## config.mk

```make
export PLATFORM = sky130hd
export DESIGN_NAME = hamming_sec_ded_decoder
export DESIGN_NICKNAME = d
export VERILOG_FILES = /design/src/rtl/hamming_sec_ded_decoder.sv
export SDC_FILE = /design/constraint.sdc
export NUM_CORES = 1
export LEC_CHECK = 0
export ABC_AREA = 1
export ABC_CLOCK_PERIOD_IN_PS = 2300
export CORE_MARGIN = 3
export CORE_UTILIZATION = 36
export CTS_BUF_LIST = sky130_fd_sc_hd__clkbuf_8
export CTS_CLUSTER_DIAMETER = 120
export CTS_CLUSTER_SIZE = 12
export DETAILED_ROUTE_END_ITERATION = 8
export PLACE_DENSITY_LB_ADDON = 0.12
export SYNTH_ARGS = -nofsm -noshare
export SYNTH_HDL_FRONTEND = slang
export SYNTH_SLANG_ARGS = --single-unit
export TNS_END_PERCENT = 50
```

## constraint.sdc

```tcl
create_clock -name clk -period 2.3 [get_ports clk]
set_clock_uncertainty 0.1 [all_clocks]
set_input_delay 0.46 -clock clk [delete_from_list [all_inputs] [get_ports clk]]
set_output_delay 0.46 -clock clk [all_outputs]
set_load 0.01 [all_outputs]
```

## src/rtl/hamming_sec_ded_decoder.sv

```systemverilog
// -----------------------------------------------------------------------------
// hamming_sec_ded_decoder
//   Program-2 engine. It reads NUM_WORDS 16-bit SECDED codewords from the
//   shared byte-wide data memory and decodes each one. Single-bit errors are
//   corrected, and double-bit errors are flagged. For each codeword it writes
//   an 11-bit data word plus a 2-bit status word back to memory.
//
// Ports
//   clk          rising-edge system clock
//   reset        synchronous, active-high reset (dominant in every state)
//   start        run request level; the run begins when start falls
//   done         high once the run is complete, held until the next start
//   mem_addr     byte address to data memory
//   mem_rd_data  read data, valid the cycle after mem_addr is presented
//   mem_wr_en    write strobe; memory writes mem_wr_data at mem_addr
//   mem_wr_data  write data
//   corr_cnt     single-error words this run (saturating at 15)
//   dbl_cnt      double-error words this run (saturating at 15)
//
// Memory layout is little-endian per word: low byte at base+2i, high byte at
// base+2i+1. Result word = {F[1:0], 3'b000, d11..d1}.
// -----------------------------------------------------------------------------
module hamming_sec_ded_decoder #(
    parameter int unsigned IN_BASE   = 30,
    parameter int unsigned OUT_BASE  = 0,
    parameter int unsigned NUM_WORDS = 15,
    parameter int unsigned ADDR_W    = 8
) (
    input  logic              clk,
    input  logic              reset,
    input  logic              start,
    output logic              done,
    output logic [ADDR_W-1:0] mem_addr,
    input  logic [7:0]        mem_rd_data,
    output logic              mem_wr_en,
    output logic [7:0]        mem_wr_data,
    output logic [3:0]        corr_cnt,
    output logic [3:0]        dbl_cnt
);

    localparam int unsigned IDX_W  = (NUM_WORDS > 1) ? $clog2(NUM_WORDS) : 1;
    localparam int unsigned CW_W   = 16;
    localparam int unsigned DATA_W = 11;

    // DEC sits between CAP_HI and WR_LO so the syndrome tree decodes from
    // registered bytes instead of hanging off the memory read path.
    typedef enum logic [3:0] {
        S_IDLE   = 4'd0,
        S_ARMED  = 4'd1,
        S_RD_LO  = 4'd2,
        S_RD_HI  = 4'd3,
        S_CAP_HI = 4'd4,
        S_DEC    = 4'd5,
        S_WR_LO  = 4'd6,
        S_WR_HI  = 4'd7,
        S_DONE   = 4'd8
    } state_e;

    state_e             state_q;
    logic [IDX_W-1:0]   idx_q;
    logic [7:0]         lo_q;
    logic [7:0]         hi_q;
    logic [CW_W-1:0]    result_q;
    logic               done_q;
    logic [ADDR_W-1:0]  mem_addr_q;
    logic               mem_wr_en_q;
    logic [7:0]         mem_wr_data_q;
    logic [3:0]         corr_q;
    logic [3:0]         dbl_q;

    // Byte addresses for the current word and for the next word's first read.
    logic [ADDR_W-1:0]  in_hi_addr;
    logic [ADDR_W-1:0]  in_next_addr;
    logic [ADDR_W-1:0]  out_lo_addr;
    logic [ADDR_W-1:0]  out_hi_addr;
    logic [IDX_W-1:0]   idx_next;
    logic               last_word;

    assign idx_next     = idx_q + IDX_W'(1);
    assign last_word    = (idx_q == IDX_W'(NUM_WORDS - 1));
    assign in_hi_addr   = ADDR_W'(IN_BASE)  + ADDR_W'({idx_q, 1'b1});
    assign in_next_addr = ADDR_W'(IN_BASE)  + ADDR_W'({idx_next, 1'b0});
    assign out_lo_addr  = ADDR_W'(OUT_BASE) + ADDR_W'({idx_q, 1'b0});
    assign out_hi_addr  = ADDR_W'(OUT_BASE) + ADDR_W'({idx_q, 1'b1});

    // SECDED decode of the captured codeword.
    logic [CW_W-1:0]   code_c;
    logic [3:0]        syn_c;
    logic              par_c;
    logic [CW_W-1:0]   fixed_c;
    logic [1:0]        flag_c;
    logic [DATA_W-1:0] data_c;
    logic [CW_W-1:0]   dec_result_c;

    assign code_c = {hi_q, lo_q};

    always_comb begin
        syn_c = 4'd0;
        for (int k = 1; k < 16; k++) begin
            if (code_c[k]) begin
                syn_c = syn_c ^ 4'(k);
            end
        end
        par_c = ^code_c;

        // Odd overall parity means one flipped bit at position syn_c;
        // syn_c == 0 points at p0, which carries no data.
        fixed_c = code_c;
        if (par_c) begin
            fixed_c[syn_c] = ~code_c[syn_c];
        end

        if (par_c) begin
            flag_c = 2'b01;
        end else if (syn_c != 4'd0) begin
            flag_c = 2'b10;
        end else begin
            flag_c = 2'b00;
        end

        // d11..d5 = bits 15..9, d4..d2 = bits 7..5, d1 = bit 3.
        data_c       = {fixed_c[15:9], fixed_c[7:5], fixed_c[3]};
        dec_result_c = {flag_c, 3'b000, data_c};
    end

    // Sequencer. Outputs are registered on the edge entering each state, so
    // the address belonging to a state is valid throughout that state.
    always_ff @(posedge clk) begin
        if (reset) begin
            state_q       <= S_IDLE;
            idx_q         <= '0;
            lo_q          <= 8'd0;
            hi_q          <= 8'd0;
            result_q      <= '0;
            done_q        <= 1'b0;
            mem_addr_q    <= '0;
            mem_wr_en_q   <= 1'b0;
            mem_wr_data_q <= 8'd0;
            corr_q        <= 4'd0;
            dbl_q         <= 4'd0;
        end else begin
            mem_wr_en_q <= 1'b0;
            case (state_q)
                S_IDLE: begin
                    done_q <= 1'b0;
                    if (start) begin
                        state_q <= S_ARMED;
                    end
                end

                S_ARMED: begin
                    if (!start) begin
                        corr_q     <= 4'd0;
                        dbl_q      <= 4'd0;
                        idx_q      <= '0;
                        mem_addr_q <= ADDR_W'(IN_BASE);
                        state_q    <= S_RD_LO;
                    end
                end

                // Low-byte address is on the bus; queue the high-byte address.
                S_RD_LO: begin
                    mem_addr_q <= in_hi_addr;
                    state_q    <= S_RD_HI;
                end

                S_RD_HI: begin
                    lo_q    <= mem_rd_data;
                    state_q <= S_CAP_HI;
                end

                S_CAP_HI: begin
                    hi_q    <= mem_rd_data;
                    state_q <= S_DEC;
                end

                S_DEC: begin
                    result_q      <= dec_result_c;
                    if (flag_c == 2'b01 && corr_q != 4'hF) begin
                        corr_q <= corr_q + 4'd1;
                    end
                    if (flag_c == 2'b10 && dbl_q != 4'hF) begin
                        dbl_q <= dbl_q + 4'd1;
                    end
                    mem_addr_q    <= out_lo_addr;
                    mem_wr_data_q <= dec_result_c[7:0];
                    mem_wr_en_q   <= 1'b1;
                    state_q       <= S_WR_LO;
                end

                S_WR_LO: begin
                    mem_addr_q    <= out_hi_addr;
                    mem_wr_data_q <= result_q[15:8];
                    mem_wr_en_q   <= 1'b1;
                    state_q       <= S_WR_HI;
                end

                S_WR_HI: begin
                    if (last_word) begin
                        done_q  <= 1'b1;
                        state_q <= S_DONE;
                    end else begin
                        idx_q      <= idx_next;
                        mem_addr_q <= in_next_addr;
                        state_q    <= S_RD_LO;
                    end
                end

                S_DONE: begin
                    if (start) begin
                        done_q  <= 1'b0;
                        state_q <= S_ARMED;
                    end
                end

                default: begin
                    state_q <= S_IDLE;
                end
            endcase
        end
    end

    assign done        = done_q;
    assign mem_addr    = mem_addr_q;
    assign mem_wr_en   = mem_wr_en_q;
    assign mem_wr_data = mem_wr_data_q;
    assign corr_cnt    = corr_q;
    assign dbl_cnt     = dbl_q;

endmodule
```

# Word-level counts from Yosys, hierarchy flattened
# Index checks and enable logic that the tools add are counted.
[totals]
register_bits = 63
inputBits = 11
output_inout_bits = 26
wordCells = 114
[classes]
n_addsub = 5
n_lt_le_gt_ge = 2
n_eq_ne = 20
muxes = 42
n_bitwise = 15
n_reduce_logical = 19
[op_table]
columns = ["op", "n"]
rows = [
  ["$mux 4", 15],
  ["$pmux 8 s5", 1],
  ["$pmux 4 s8", 1],
  ["$pmux 4 s2", 3],
  ["$bwmux 16", 1],
  ["$eq 4x3->1 const B", 4],
  ["$mux 16", 1],
  ["$mux 8", 2],
  ["$pmux 8 s2", 1],
  ["$reduce_xor 16->1", 1],
  ["$reduce_and 3->1", 5],
  ["$add 4x1->4 const B", 3],
  ["$add 5x5->6 const A", 2],
  ["$mux 3", 4],
  ["$ne 2x2->1 const B", 6],
  ["$not 2->2", 6],
  ["$not 3->3", 4],
  ["$eq 4x2->1 const B", 2],
  ["$eq 4x4->1 const B", 2],
  ["$mux 2", 4],
  ["$ne 4x4->1 const B", 2],
  ["$mux 1", 6],
  ["$reduce_bool 2->1", 3],
  ["$lt 4x5->1 const B", 1],
  ["other kinds (18)", 23],
]

# Longest topological paths before layout
# Gate-level depths: netlist (run 1).
[logic_depth]
depth_word = 33
mapped_depth = 19
ltp_nobuf = 19

# Worst setup path before layout (run 1)
# Ideal clock, no wire load.
[synth_timing]
path_type = "register -> register"
start = "register hi_q[7]"
end = "register corr_q[3], in the netlist corr_cnt[3]"
setup_time_ns = 0.122
arrival_ns = 1.733
required_ns = 2.078
path_slack_ns = 0.346
stages_incl_launch_ff = 13
path_buffers = 0
period_less_slack_ns = 1.954
cell_sequence = "dfxtp_1 inv_2 nand2_1 nand2_2 xnor2_4 xnor2_2 inv_1 nand2_2 nand2_2 nand2_2 nand2_2 nor3_1 nor3b_2"
[synth_via]
elab_chain_len = 8
word_cells_on_any_way = 9
cone_classes = "eq/ne: 2; mux: 3; reduce/logical: 4"
[synth_lines]
columns = ["item", "line", "text"]
rows = [
  ["start, declared", "62", "logic [7:0] hi_q;"],
  ["start signal, assigned", "173", "hi_q <= mem_rd_data;"],
  ["$mux 4", "100", "if (code_c[k]) begin"],
  ["$reduce_bool 4->1", "115", "end else if (syn_c != 4'd0) begin"],
  ["$mux 2", "115", ""],
  ["$mux 2 (*)", "113", "if (par_c) begin"],
  ["$eq 2x1->1 (*)", "179", "if (flag_c == 2'b01 && corr_q != 4'hF) begin"],
  ["$logic_and 1x1->1 (*)", "179", ""],
  ["$ne 2x2->1 (no line) (*)", "n/a", ""],
  ["$reduce_and 3->1 (no line) (*)", "n/a", ""],
  ["end signal, assigned", "180", "corr_q <= corr_q + 4'd1;"],
  ["end, declared", "68", "logic [3:0] corr_q;"],
]
# Every way passes the cells marked *; elsewhere a longest branch is shown, timed or not.
# A chain may end at the register's enable or synchronous reset.

# Worst setup path in the final report (run 1)
[layout_timing]
start = "register hi_q[5]"
end = "register dbl_q[3], in the netlist dbl_cnt[3]"
[layout_via]
elab_chain_len = 12
word_cells_on_any_way = 13
cone_classes = "eq/ne: 2; mux: 5; bitwise: 2; reduce/logical: 4"
[layout_lines]
columns = ["item", "line", "text"]
rows = [
  ["$mux 4", "100", ""],
  ["$not 3->3 (no line)", "n/a", ""],
  ["$mux 4", "100", ""],
  ["$not 4->4 (no line)", "n/a", ""],
  ["$mux 4", "100", ""],
  ["$reduce_bool 4->1", "115", ""],
  ["$mux 2", "115", ""],
  ["$mux 2 (*)", "113", ""],
  ["$eq 2x2->1 (*)", "182", "if (flag_c == 2'b10 && dbl_q != 4'hF) begin"],
  ["$logic_and 1x1->1 (*)", "182", ""],
  ["$ne 2x2->1 (no line) (*)", "n/a", ""],
  ["$reduce_and 3->1 (no line) (*)", "n/a", ""],
  ["end signal, assigned", "183", "dbl_q <= dbl_q + 4'd1;"],
  ["end, declared", "69", "logic [3:0] dbl_q;"],
]
# Marked as above.

==> results by stage, run 1 <==
Status:
- The run finished with clean final reports.

Run:
- The number of max-capacitance violations reported is 0.

Critical path:
- At the worst endpoint, the required time is 2.42 ns.
- The standard cell with the maximum stage delay on the critical path is sky130_fd_sc_hd__dfxtp_2.
- The setup path with the least slack is of type reg2reg.
- The register-to-register setup slack is between 0.15 and 0.2 ns.
- The worst setup path is launched from a flip-flop.
- The worst setup path is captured at a flip-flop.
- Of all nets on the critical path, the largest fanout is 4.
- Counting buffers and inverters, the worst setup path is 14 cells deep.
- Traced cell by cell, the critical path runs through buf_4 -> xnor2_2 -> xnor2_4 -> xnor2_2 -> buf_4 -> nor2_2 -> nand2_2 -> nand3_2 -> nand2_2 -> inv_2 -> nor2_2 -> nand2_1 -> nand3_1 -> nor2_1.
- The worst stage delay on the critical path is approximately 0.36 ns.
- The number of buffers and inverters on the critical path is 3.
- Counting cells, the worst reg-to-reg path comes to 14.
- The worst register-to-register path begins at hi_q[5].
- On the critical path the largest part of the delay comes from XOR/XNOR gates.
- At the worst endpoint, the arrival time is 2.25 ns.
- In this run the critical register-to-register path is captured at dbl_cnt[3].

Layout:
- Relative to the synthesized area, the layout overhead comes to 25.5%.
- The antenna cell count is 0.
- In the final design database the tool counted between 500 and 600 nets.
- The finished cells cover 0.00403 sq mm.
- The fraction of layout instances using a drive strength above 1 is 0.169.
- The final core utilization is 0.479.
- The filler cell count is slightly below 900.

Placement:
- The placed instances occupy a cell area of 0.00379 sq mm.
- Port buffering added 34 buffers.
- The congestion estimate from routability-driven global placement came to 0.931.
- The HPWL after detailed placement is between 6 and 7 mm.

Detailed routing:
- The via density per instance is slightly below 5.
- The overall routed net length is 8.77 mm.
- The DRC violations left is 0.
- In this run the remaining antenna-violating nets after routing total 0.
- The first-pass iteration count of the detailed router is 6.
- The average routed wire per standard cell is between 10 and 15 um.
- The detailed router's first-iteration violation count is 111.
- Across all layers, the routed design uses 3156 vias.

Floorplan:
- The floorplan has 33 rows.
- The die height is about 100 um.
- The area of the core is ~0.0084 sq mm.
- The die area is just over 0.01 sq mm.
- During I/O placement, the number of pins put on the boundary was 37.
- For this configuration, the core starts out at a cell density of 0.381.
- From left edge to right edge, the die measures 100 um.

Synth:
- After synthesis, the netlist uses 38 different library cells.
- The cell area after synthesis is ~0.0032 sq mm.
- Dividing the synthesized area by the synthesized cell count gives about 6.7 sq um.
- Synthesis inferred 53 register bits.
- The largest area contributor in the synthesized netlist is sky130_fd_sc_hd__dfxtp_1.
- Of the post-synthesis cell area, the part taken by muxes is 0.
- After synthesis, the share of flip-flops with an asynchronous set or reset is 0.
- After synthesis, the most frequently instantiated cells are sky130_fd_sc_hd__nand2_1 (92), sky130_fd_sc_hd__inv_1 (62), sky130_fd_sc_hd__nand3_1 (54).
- The area share of xor/xnor cells in the synthesized design is 0.0635.
- After synthesis, the largest family of logic cells by area is simple AND/OR/NAND/NOR gates.
- The leading cell type by number of instances after synthesis is sky130_fd_sc_hd__nand2_1.
- The gate count after technology mapping is 479.
- Yosys attributes the largest share of cell area to sky130_fd_sc_hd__dfxtp_1 (33%), sky130_fd_sc_hd__nand2_1 (11%), sky130_fd_sc_hd__nand3_1 (8.4%).
- The yosys synthesis warning count is 0.
- The complex-gate fraction of the synthesized area was 0.169.
- For this run, the register share of the synthesized area comes to 0.330.
- Of the total synthesized cell area, the portion taken by AND, OR, NAND and NOR gates is 0.304.
- Of the total synthesized cell area, the portion taken by full adders, half adders and majority gates is 0.0273.
- Among all flip-flop cells after synthesis, the most frequent one is sky130_fd_sc_hd__dfxtp_1.
- Yosys mapped a number of flops with a built-in enable equal to 0.
- The area share of the leading cell type in the synthesized netlist is 0.330.

Clocking:
- Clock latency on the worst-skew pair, taken at its later pin, is 0.32 ns.
- No sink is reached through more buffers than the 2 on the longest clock path.
- The register clock-pin slew on the reported worst setup and hold paths is ~0.11 ns.
- The number of buffers created by CTS is 5.
- The master cell of the clock root buffer is sky130_fd_sc_hd__clkbuf_8.
- The TritonCTS sink count is 53.
- The H-tree generated during clock tree synthesis spans 2 levels.
- In this run, post-CTS hold repair placed 0 buffers.
- TritonCTS built the clock tree.

GRT:
- Entering global routing, the biggest net connects 30 pins.
- The initial antenna violation count is 0.
- The number of global-route vias before repair is 2958.
- The total overflow left after global routing is 0.
- For this run, the total global-route usage over all layers was measured as 0.176.
- The first-pass GRT wire length is roughly 14 mm.

Timing:
- The count of final hold-check violations is 0.
- In the finished design, the share of the clock period the worst path needs comes to 0.926.
- Setup repair after global routing could not meet its margin everywhere.
- For this run, the top clock speed supported by timing is about 470 MHz.
- The shortest period the worst path allows is 2.13 ns.
- The final-report setup violation count is 0.
- The count of pins over their slew limit is 0.
- For the pin with the worst max-slew slack, the measured transition is approximately 0.47 ns.
- The max-slew headroom at the worst pin is 0.676.

Hold path:
- The type of the worst min-delay path is reg2reg.
- The startpoint identified for the worst hold timing path is mem_addr[0].
- For hold timing, the worst endpoint is mem_addr[0].
- The number of instances on the worst hold path is 2.

Pwr:
- The total power per unit cell area is 791 mW/mm^2.
- The worst-case vdd ir drop is about 0.00033 V.
- In this run the static leakage power is around 0.0017 uW.
[cell usage in the layout, fill, tap and decap left out, drive strengths merged, types with 5 or more instances in the layout]
cell and count:
xnor2 9, dfxtp 53, buf 24, nor2 55, a21oi 53, o21ai 31, nand3 57, inv 71
clkdlybuf4s50 34, nand2 103, clkbuf 5, ha 7, xor2 7, a22o 5
[worst register-to-register path, stage by stage (launching register included)]
cell	delay, ns
sky130_fd_sc_hd__dfxtp_2	0.36
sky130_fd_sc_hd__buf_4	0.15
sky130_fd_sc_hd__xnor2_2	0.23
sky130_fd_sc_hd__xnor2_4	0.15
sky130_fd_sc_hd__xnor2_2	0.25
sky130_fd_sc_hd__buf_4	0.17
sky130_fd_sc_hd__nor2_2	0.05
sky130_fd_sc_hd__nand2_2	0.09
sky130_fd_sc_hd__nand3_2	0.08
sky130_fd_sc_hd__nand2_2	0.09
sky130_fd_sc_hd__inv_2	0.06
sky130_fd_sc_hd__nor2_2	0.10
sky130_fd_sc_hd__nand2_1	0.06
sky130_fd_sc_hd__nand3_1	0.06
sky130_fd_sc_hd__nor2_1	0.04
[flip-flops by register name (all words and copies together), names as in the netlist]
register	count
done	1
hi_q	8
mem_wr_en	1
lo_q	8
corr_cnt	4
result_q	5
mem_addr	6
state_q	4
dbl_cnt	4
mem_wr_data	8
idx_q	4
[area by class of cell]
cell class              count  area [sq um]  share of cell area
clock buffers               5          68.8              0.0171
clock inverters             3          50.0              0.0124
inverters                  70           263              0.0651
multi-input cells         344          1930               0.478
flip-flops and latches     53          1070               0.266
well taps                 105           131              0.0326
repair buffers             58           520               0.129
[metal layers]
metal | global-route usage | up-vias | part of all wire
met3 | 0.0291 | 16 | 0.037
met2 | 0.289 | 68 | 0.47
met1 | 0.233 | 1413 | 0.47
met5 | 0 | - | 0
li1 | - | 1659 | -
met4 | 0.0611 | 0 | 0.022
[power breakdown]
part           switching [uW]  internal [uW]
sequential               62.1            991
clock                     349            334
combinational             898            557
[worst max path at each step]
| stage | startpoint | endpoint | slack [ns] |
|---|---|---|---|
| after global placement | hi_q[3] | mem_wr_data[0] | 0.05 |
| final | hi_q[5] | dbl_cnt[3] | 0.17 |
| after detailed placement | lo_q[5] | mem_wr_data[3] | 0.08 |
| after global routing | lo_q[7] | mem_wr_data[2] | -0.03 |
| after CTS | lo_q[5] | mem_wr_data[0] | 0.04 |
| after floorplan | hi_q[7] | corr_cnt[3] | 0.35 |
[timing repair]
| action | 4_1_cts | 5_1_grt |
|---|---|---|
| setup buffers | 0 | 1 |
| endpoints found under the setup margin | 0 | 23 |
| gates resized for setup | 0 | 30 |
[metrics by stage]
step                      setup TNS, ns  cells  power, uW  setup WS [ns]  hold WS, ns
final                                 0    638       3190          0.170        0.374
after global routing            -0.0851    638       3420        -0.0348        0.394
after CTS                             0    637       3080         0.0372        0.373
after detailed placement              0    629       2390         0.0835        0.357
after global placement                0    629       2400         0.0548        0.353
after floorplan                       0    480       2010          0.346        0.346
[cells by family (layout without fill, tap and decap cells)]
family                     Yosys count  count (layout)
and+or+nand+nor                    220             220
AOI/OAI and AO/OA                   99              99
buffers and inverters               83             136
DFF                                 53              53
xor gates and xnor gates            16              16
adders and majority gates            7               7
other                                1               2
(Power assumes the default switching activity.)
==> run 2: changes to the inputs <==
- CORE_UTILIZATION: 36 -> 40
- HOLD_SLACK_MARGIN: not set -> 0.12
==> run 2 against run 1 <==
Design area down 0.81%. Core utilization up 3.6 points. Combinational power shrank 4%. Total power is 1.0% higher. Final cell count is 1.1% lower. Highest routed layer unchanged. First-iteration DRC count increased by 39%. Global-route usage rose by 0.82 points. Register-to-register slack lost 0.03 ns. Fmax fell by 1.4%. Largest power group unchanged.
==> results by stage, run 2 (synthesis gave the netlist of run 1 again) <==
GRT:
- The total congestion overflow after global routing came to 0 (unchanged).
- The number of global-route vias before repair is 2829 (-4.4%).
- The largest net degree at the start of global routing is 21 (-30%).
- The total global routing track utilization is 0.184 (+0.00825).
- The first-pass GRT wire length is 13.3 mm (-6.6%).
- The initial antenna violation count came to 0 (unchanged).

Hold path:
- The type of the worst min-delay path is reg2reg.
- The number of instances on the worst hold path came to 2 (unchanged).

Clocking:
- The TritonCTS sink count was 53 (unchanged).
- The clock latency on the worst-skew pair is 0.31 ns (about the same).
- The tree is rooted in a sky130_fd_sc_hd__clkbuf_8.
- The maximum clock insertion buffer count is 2 (unchanged).
- The register clock-pin slew on the reported worst setup and hold paths is 0.11 ns (about the same).
- The number of H-tree levels is 2 (unchanged).
- The CTS tree is built.
- The number of buffers created by CTS is 5 (unchanged).

Placement:
- The HPWL after detailed placement came to 6.38 mm (-6.0%).
- The count of port buffers added during placement came to 34 (unchanged).
- The placer congestion estimate is 0.924 (-0.75%).
- The number of placed instances with taps included is 618 (-1.7%).

Critical path:
- The biggest fanout along the worst timing path is 6 (+2).
- The number of cells traversed by the worst register-to-register path is 11 (-3).
- The sort of element at the start of the critical path is a flip-flop.
- The critical path is of the reg2reg type.
- The arrival time at the worst endpoint is 2.26 ns (about the same).
- The required time of the worst setup path is 2.40 ns (-0.02 ns).
- STA classifies the critical path endpoint as a flip-flop.

Status:
- The flow ran to the end, and the final reports show no timing, DRC or antenna violations.

Detailed routing:
- The total met2 wirelength after detailed routing came to 3.75 mm (-9.5%).
- The detailed-routed wire length on met3 is 368 um (+13%).
- The via density per instance came to 5.06 (+2.3%).
- The post-detailed-route count of antenna-violating nets is 0 (unchanged).
- The average routed wire per standard cell came to 13.2 um (-3.7%).
- The DRC violations left is 0 (unchanged).
- The highest metal layer with signal wires is met4.
- The number of vias after detailed routing was 3192 (+1.1%).
- The first-pass iteration count of the detailed router came to 5 (-1).
- The detailed router's first-iteration violation count came to 154 (+39%).
- The total routed wire length on the met1 layer is 4.11 mm (+0.12%).
- The overall routed net length is 8.35 mm (-4.7%).

Run:
- The number of max-capacitance violations reported is 0 (unchanged).

Floorplan:
- The die area came to 0.00914 sq mm (-9.4%).
- The top-level port count is 37 (unchanged).
- The area of the core came to 0.00777 sq mm (-7.8%).
- The horizontal die dimension is 95.6 um (-4.8%).
- The die height is 95.6 um (-4.8%).
- The count of standard-cell rows is 32 (-3.0%).
- The initial core utilization is 0.414 (+0.0322).

Layout:
- The area of all sequential standard cells is 0.00107 sq mm (-0.12%).
- Leaving out fill and tap cells, the most frequent cell in the layout is sky130_fd_sc_hd__nand2_1.
- The filler cell count was 785 (-12%).
- The final cell count without fillers is 631 (-1.1%).
- The top cell types in the final layout, fill and taps aside, are sky130_fd_sc_hd__nand2_1 (91), sky130_fd_sc_hd__inv_1 (61), sky130_fd_sc_hd__nand3_1 (54).
- The total area of multi-input combinational cells came to 0.00191 sq mm (-0.84%).
- The antenna cell count came to 0 (unchanged).
- The fraction of layout instances using a drive strength above 1 was 0.151 (-0.0176).
- The number of nets in the layout was 546 (-0.73%).
- The post-synthesis to final-layout area growth is 24.5%.

Timing:
- The shortest period the worst path allows was 2.16 ns (+0.0308 ns).
- The count of final hold-check violations is 0 (unchanged).
- The final-report setup violation count came to 0 (unchanged).
- The post-route setup TNS is 0 ns (unchanged).
- The post-route worst hold slack is 0.366 ns (-0.00791 ns).
- The count of pins over their slew limit came to 0 (unchanged).
- The final cycle utilization of the critical path is 0.939 (+0.0134).
- The timing-limited maximum frequency is 463 MHz (-1.4%).

Pwr:
- The total power per unit cell area is 806 mW/mm^2 (+1.8%).
- The sum of internal, switching and leakage power is 3220 uW (+1.0%).
- The worst-case vdd ir drop came to 0.000405 V (+23%).
- The static leakage is 0.00166 uW (-1.0%).
[run 2: cell types whose count changed in the layout (fill, tap and decap cells not counted), moves of 2 or more]
cell,delta
sky130_fd_sc_hd__buf_4,-4
sky130_fd_sc_hd__nand2_1,+4
sky130_fd_sc_hd__nand2_2,-4
sky130_fd_sc_hd__nand3_1,+3
sky130_fd_sc_hd__nand3_2,-2
sky130_fd_sc_hd__nor2_2,+2
[run 2: where the power goes]
part           total [uW]  switching [uW]  internal [uW]
logic                1400             874            522
clock network         773             335            439
registers            1050            63.6            991
[run 2: per-layer routing]
layer,vias to the layer above,global-route usage
met5,-,0
li1,1655,-
met2,78,0.288
met1,1446,0.256
met4,0,0.0509
met3,13,0.0363
[run 2: stage by stage]
step                       util  setup WS [ns]  area, sq um
after detailed placement  0.480         0.0697         3720
final                     0.515          0.139         4000
after global routing      0.515        -0.0190         4000
after CTS                 0.497         0.0385         3860
after global placement    0.480         0.0425         3720
after floorplan               -          0.346         3220
[run 2: final timing paths]
path / endpoint / startpoint / slack, ns
max: corr_cnt[3] / hi_q[5] / 0.14
min reg2reg: mem_wr_data[4] / mem_wr_data[4] / 0.37
min: mem_wr_data[4] / mem_wr_data[4] / 0.37
max reg2reg: corr_cnt[3] / hi_q[5] / 0.14
[run 2: layout make-up]
type                            count  area share
Multi-Input combinational cell    344       0.478
Sequential cell                    53       0.268
Timing Repair Buffer               54       0.123
Inverter                           70      0.0657
Tap cell                          102      0.0319
Clock buffer                        5      0.0172
Clock inverter                      3      0.0172
[run 2: timing repair]
| item | 4_1_cts | 5_1_grt |
|---|---|---|
| setup endpoints to repair | 0 | 19 |
| setup buffers | 0 | 5 |
| hold endpoints to repair | 0 | 0 |
| hold buffers | 0 | 0 |
| resized for setup | 0 | 23 |
[run 2: worst max-delay path, cell delays in order (launching register included)]
cell	delay [ns]
sky130_fd_sc_hd__dfxtp_1	0.35
sky130_fd_sc_hd__buf_4	0.16
sky130_fd_sc_hd__xnor2_2	0.23
sky130_fd_sc_hd__xnor2_4	0.16
sky130_fd_sc_hd__xnor2_4	0.28
sky130_fd_sc_hd__inv_1	0.13
sky130_fd_sc_hd__nand2_2	0.09
sky130_fd_sc_hd__nand2_2	0.10
sky130_fd_sc_hd__nand2_2	0.10
sky130_fd_sc_hd__nand2_2	0.08
sky130_fd_sc_hd__nor3_1	0.20
sky130_fd_sc_hd__nor3b_2	0.07
==> run 3: changes to the inputs <==
- CTS_BUF_LIST: sky130_fd_sc_hd__clkbuf_8 -> sky130_fd_sc_hd__clkbuf_2
- TNS_END_PERCENT: 50 -> not set
==> run 3 against run 2 <==
Non-clock buffer count is the same. Sequential power barely moved. Final cell count stayed put. Worst setup slack got worse by 0.050 ns. Register-to-register slack worse by 0.05 ns. Core utilization grew 0.47 points. First-iteration DRC count fell by 3.2%. Combinational power increased by 4%. Die area unchanged. Wire length fell by 0.73%. Sequential share of layout area hardly changed. Fmax fell by 2.3%. Critical endpoint is now mem_wr_data[2].
==> results by stage, run 3 (synthesis gave the netlist of run 1 again) <==
Layout:
- The final core utilization came to 0.520 (+0.00467).
- The number of nets in the layout is 546 (unchanged).
- The fraction of layout instances using a drive strength above 1 came to 0.170 (+0.0189).
- Leaving out fill and tap cells, the most frequent cells in the layout are sky130_fd_sc_hd__nand2_1 (88), sky130_fd_sc_hd__inv_1 (61), sky130_fd_sc_hd__nand3_1 (53).
- The summed area of non-filler cells in the final layout is 0.00404 sq mm (+0.91%).
- The filler cell count was 766 (-2.4%).
- The most frequent standard cell in the layout excluding fill and tap cells is sky130_fd_sc_hd__nand2_1.
- The area of all sequential standard cells is 0.00108 sq mm (+1.1%).
- The post-synthesis to final-layout area growth is 25.7%.
- The total area of multi-input combinational cells is 0.00197 sq mm (+2.8%).
- The antenna cell count was 0 (unchanged).

Timing:
- Setup repair after global routing could not meet its margin everywhere.
- The count of pins over their slew limit came to 0 (unchanged).
- The shortest period the worst path allows is 2.21 ns (+0.0504 ns).
- The slack of the critical path is 0.0890 ns (-0.0504 ns).
- The final cycle utilization of the critical path is 0.961 (+0.0219).
- The count of final hold-check violations is 0 (unchanged).
- The timing-limited maximum frequency is 452 MHz (-2.3%).
- The final-report setup violation count is 0 (unchanged).

Critical path:
- The sort of element at the start of the critical path is a flip-flop.
- The number of cells traversed by the worst register-to-register path is 13 (+2).
- The total number of cells along the worst setup path is 13 (+2).
- By instance count, the cell type seen most on the critical path is sky130_fd_sc_hd__nor2_1.
- The signal on the critical path passes through buf_12 -> xor2_2 -> xnor2_2 -> buf_4 -> xnor2_4 -> inv_2 -> nor2_2 -> nand2_1 -> nor2_1 -> nor2_1 -> nor2_1 -> nand2_1 -> a21oi_1.
- The kind of cell adding the most delay to the critical path is simple AND/OR/NAND/NOR gates.
- In this run the critical register-to-register path is captured at mem_wr_data[2].
- The required time of the worst setup path came to 2.60 ns (+0.20 ns).
- The combined buffer and inverter count along the critical path is 3 (+1).
- The worst stage delay on the critical path is 0.43 ns (+0.08 ns).
- The arrival time at the worst endpoint is 2.51 ns (+0.25 ns).
- The type of the worst setup path is reg2reg.
- The register-to-register setup slack is 0.09 ns (-0.05 ns).
- The reg-to-reg startpoint is lo_q[5].
- The biggest fanout along the worst timing path is 4 (-2).
- STA classifies the critical path endpoint as a flip-flop.
- The standard cell with the maximum stage delay on the critical path is sky130_fd_sc_hd__dfxtp_4.

Placement:
- The placer congestion estimate is 0.924 (unchanged).
- The post-placement cell area is 0.00372 sq mm (unchanged).
- The HPWL after detailed placement is 6.38 mm (unchanged).
- The post-placement worst setup slack is 0.0697 ns (unchanged).
- The count of port buffers added during placement is 34 (unchanged).

Clocking:
- The clock latency on the worst-skew pair is 0.46 ns (+0.15 ns).
- The TritonCTS sink count is 53 (unchanged).
- The tree is rooted in a sky130_fd_sc_hd__clkbuf_2.
- The count of hold buffers inserted by post-cts repair is 0 (unchanged).
- The register clock-pin slew on the reported worst setup and hold paths was 0.30 ns (+0.19 ns).
- TritonCTS built the clock tree.
- The maximum clock insertion buffer count is 2 (unchanged).
- The number of buffers created by CTS is 5 (unchanged).
- The number of H-tree levels came to 2 (unchanged).

Detailed routing:
- The detailed router's first-iteration violation count is 149 (-3.2%).
- The DRC violations left is 0 (unchanged).
- The number of vias after detailed routing is 3201 (+0.28%).
- The overall routed net length came to 8.29 mm (-0.73%).
- The post-detailed-route count of antenna-violating nets is 0 (unchanged).
- The average routed wire per standard cell came to 13.1 um (-0.73%).
- The first-pass iteration count of the detailed router came to 5 (unchanged).
- The via density per instance is 5.07 (+0.28%).

Pwr:
- The worst-case vdd ir drop came to 0.000372 V (-8.1%).
- The static leakage is 0.00167 uW (+0.30%).
- The total power per unit cell area is 775 mW/mm^2 (-3.8%).

GRT:
- The first-pass GRT wire length is 13.3 mm (-0.52%).
- The largest net degree at the start of global routing came to 21 (unchanged).
- The initial antenna violation count was 0 (unchanged).
- The number of global-route vias before repair came to 2810 (-0.67%).
- The total global routing track utilization is 0.183 (-0.00115).
- The total congestion overflow after global routing is 0 (unchanged).

Hold path:
- The worst hold path begins at mem_wr_data[4].
- The path class of the tightest hold or removal check is reg2reg.
- The path with the worst hold slack has its endpoint at mem_wr_data[4].
- The number of instances on the worst hold path was 2 (unchanged).

Run:
- The number of max-capacitance violations reported is 0 (unchanged).

Floorplan:
- The die area is 0.00914 sq mm (unchanged).
- The horizontal die dimension was 95.6 um (unchanged).
- The top-level port count is 37 (unchanged).
- The initial core utilization was 0.414 (unchanged).
- The count of standard-cell rows is 32 (unchanged).
- The area of the core is 0.00777 sq mm (unchanged).
- The die height is 95.6 um (unchanged).

Status:
- The run finished with clean final reports.
## run 3: per-layer routing
metal  wire length, um  vias to the layer above  share of wire  GRT usage
met5                 0                        -              0          0
met1              3980                     1472           0.48      0.258
met4               122                        0          0.015     0.0438
li1                  -                     1651              -          -
met2              3730                       67           0.45      0.284
met3               459                       11          0.055     0.0387
## run 3: area by class of cell
cell class | instances | area share
multi-input combinational | 344 | 0.487
tap | 102 | 0.0316
sequential | 53 | 0.268
inverter | 70 | 0.0657
clock inverter | 3 | 0.0170
clock buffer | 5 | 0.00620
timing repair buffer | 54 | 0.125
## run 3: how the worst max path moves through the flow
stage / start / endpoint / slack, ns
after floorplan: hi_q[7] / corr_cnt[3] / 0.35
after global placement: hi_q[3] / mem_wr_data[0] / 0.04
after detailed placement: hi_q[7] / corr_cnt[3] / 0.07
after CTS: hi_q[7] / corr_cnt[3] / 0.02
after global routing: lo_q[5] / mem_wr_data[3] / -0.04
final: lo_q[5] / mem_wr_data[2] / 0.09
## run 3: worst min-delay path: cells and delay by family (launching register included)
kind / cells / cell delay [ns]
flip-flops: 1 / 0.38
AND/OR/NAND/NOR: 1 / 0.06
AO/OA/AOI/OAI: 1 / 0.05
## run 3: per-stage QoR
step	hold slack (ns)	cells	power, uW	TNS, ns
CTS	0.384	626	2950	0
floorplan	0.346	480	2010	0
global route	0.410	631	3340	-0.190
finish	0.380	631	3130	0
global placement	0.354	618	2310	0
detailed placement	0.356	618	2320	0
## run 3: report_power, final
group | internal (uW) | total [uW] | switching, uW
registers | 994 | 1060 | 63.5
logic | 554 | 1460 | 903
clock network | 297 | 617 | 321
total | 1840 | 3130 | 1290
## run 3: repair_timing
item | CTS | global route
resized for setup | 0 | 41
endpoints found under the setup margin | 0 | 19
setup buffers | 0 | 5
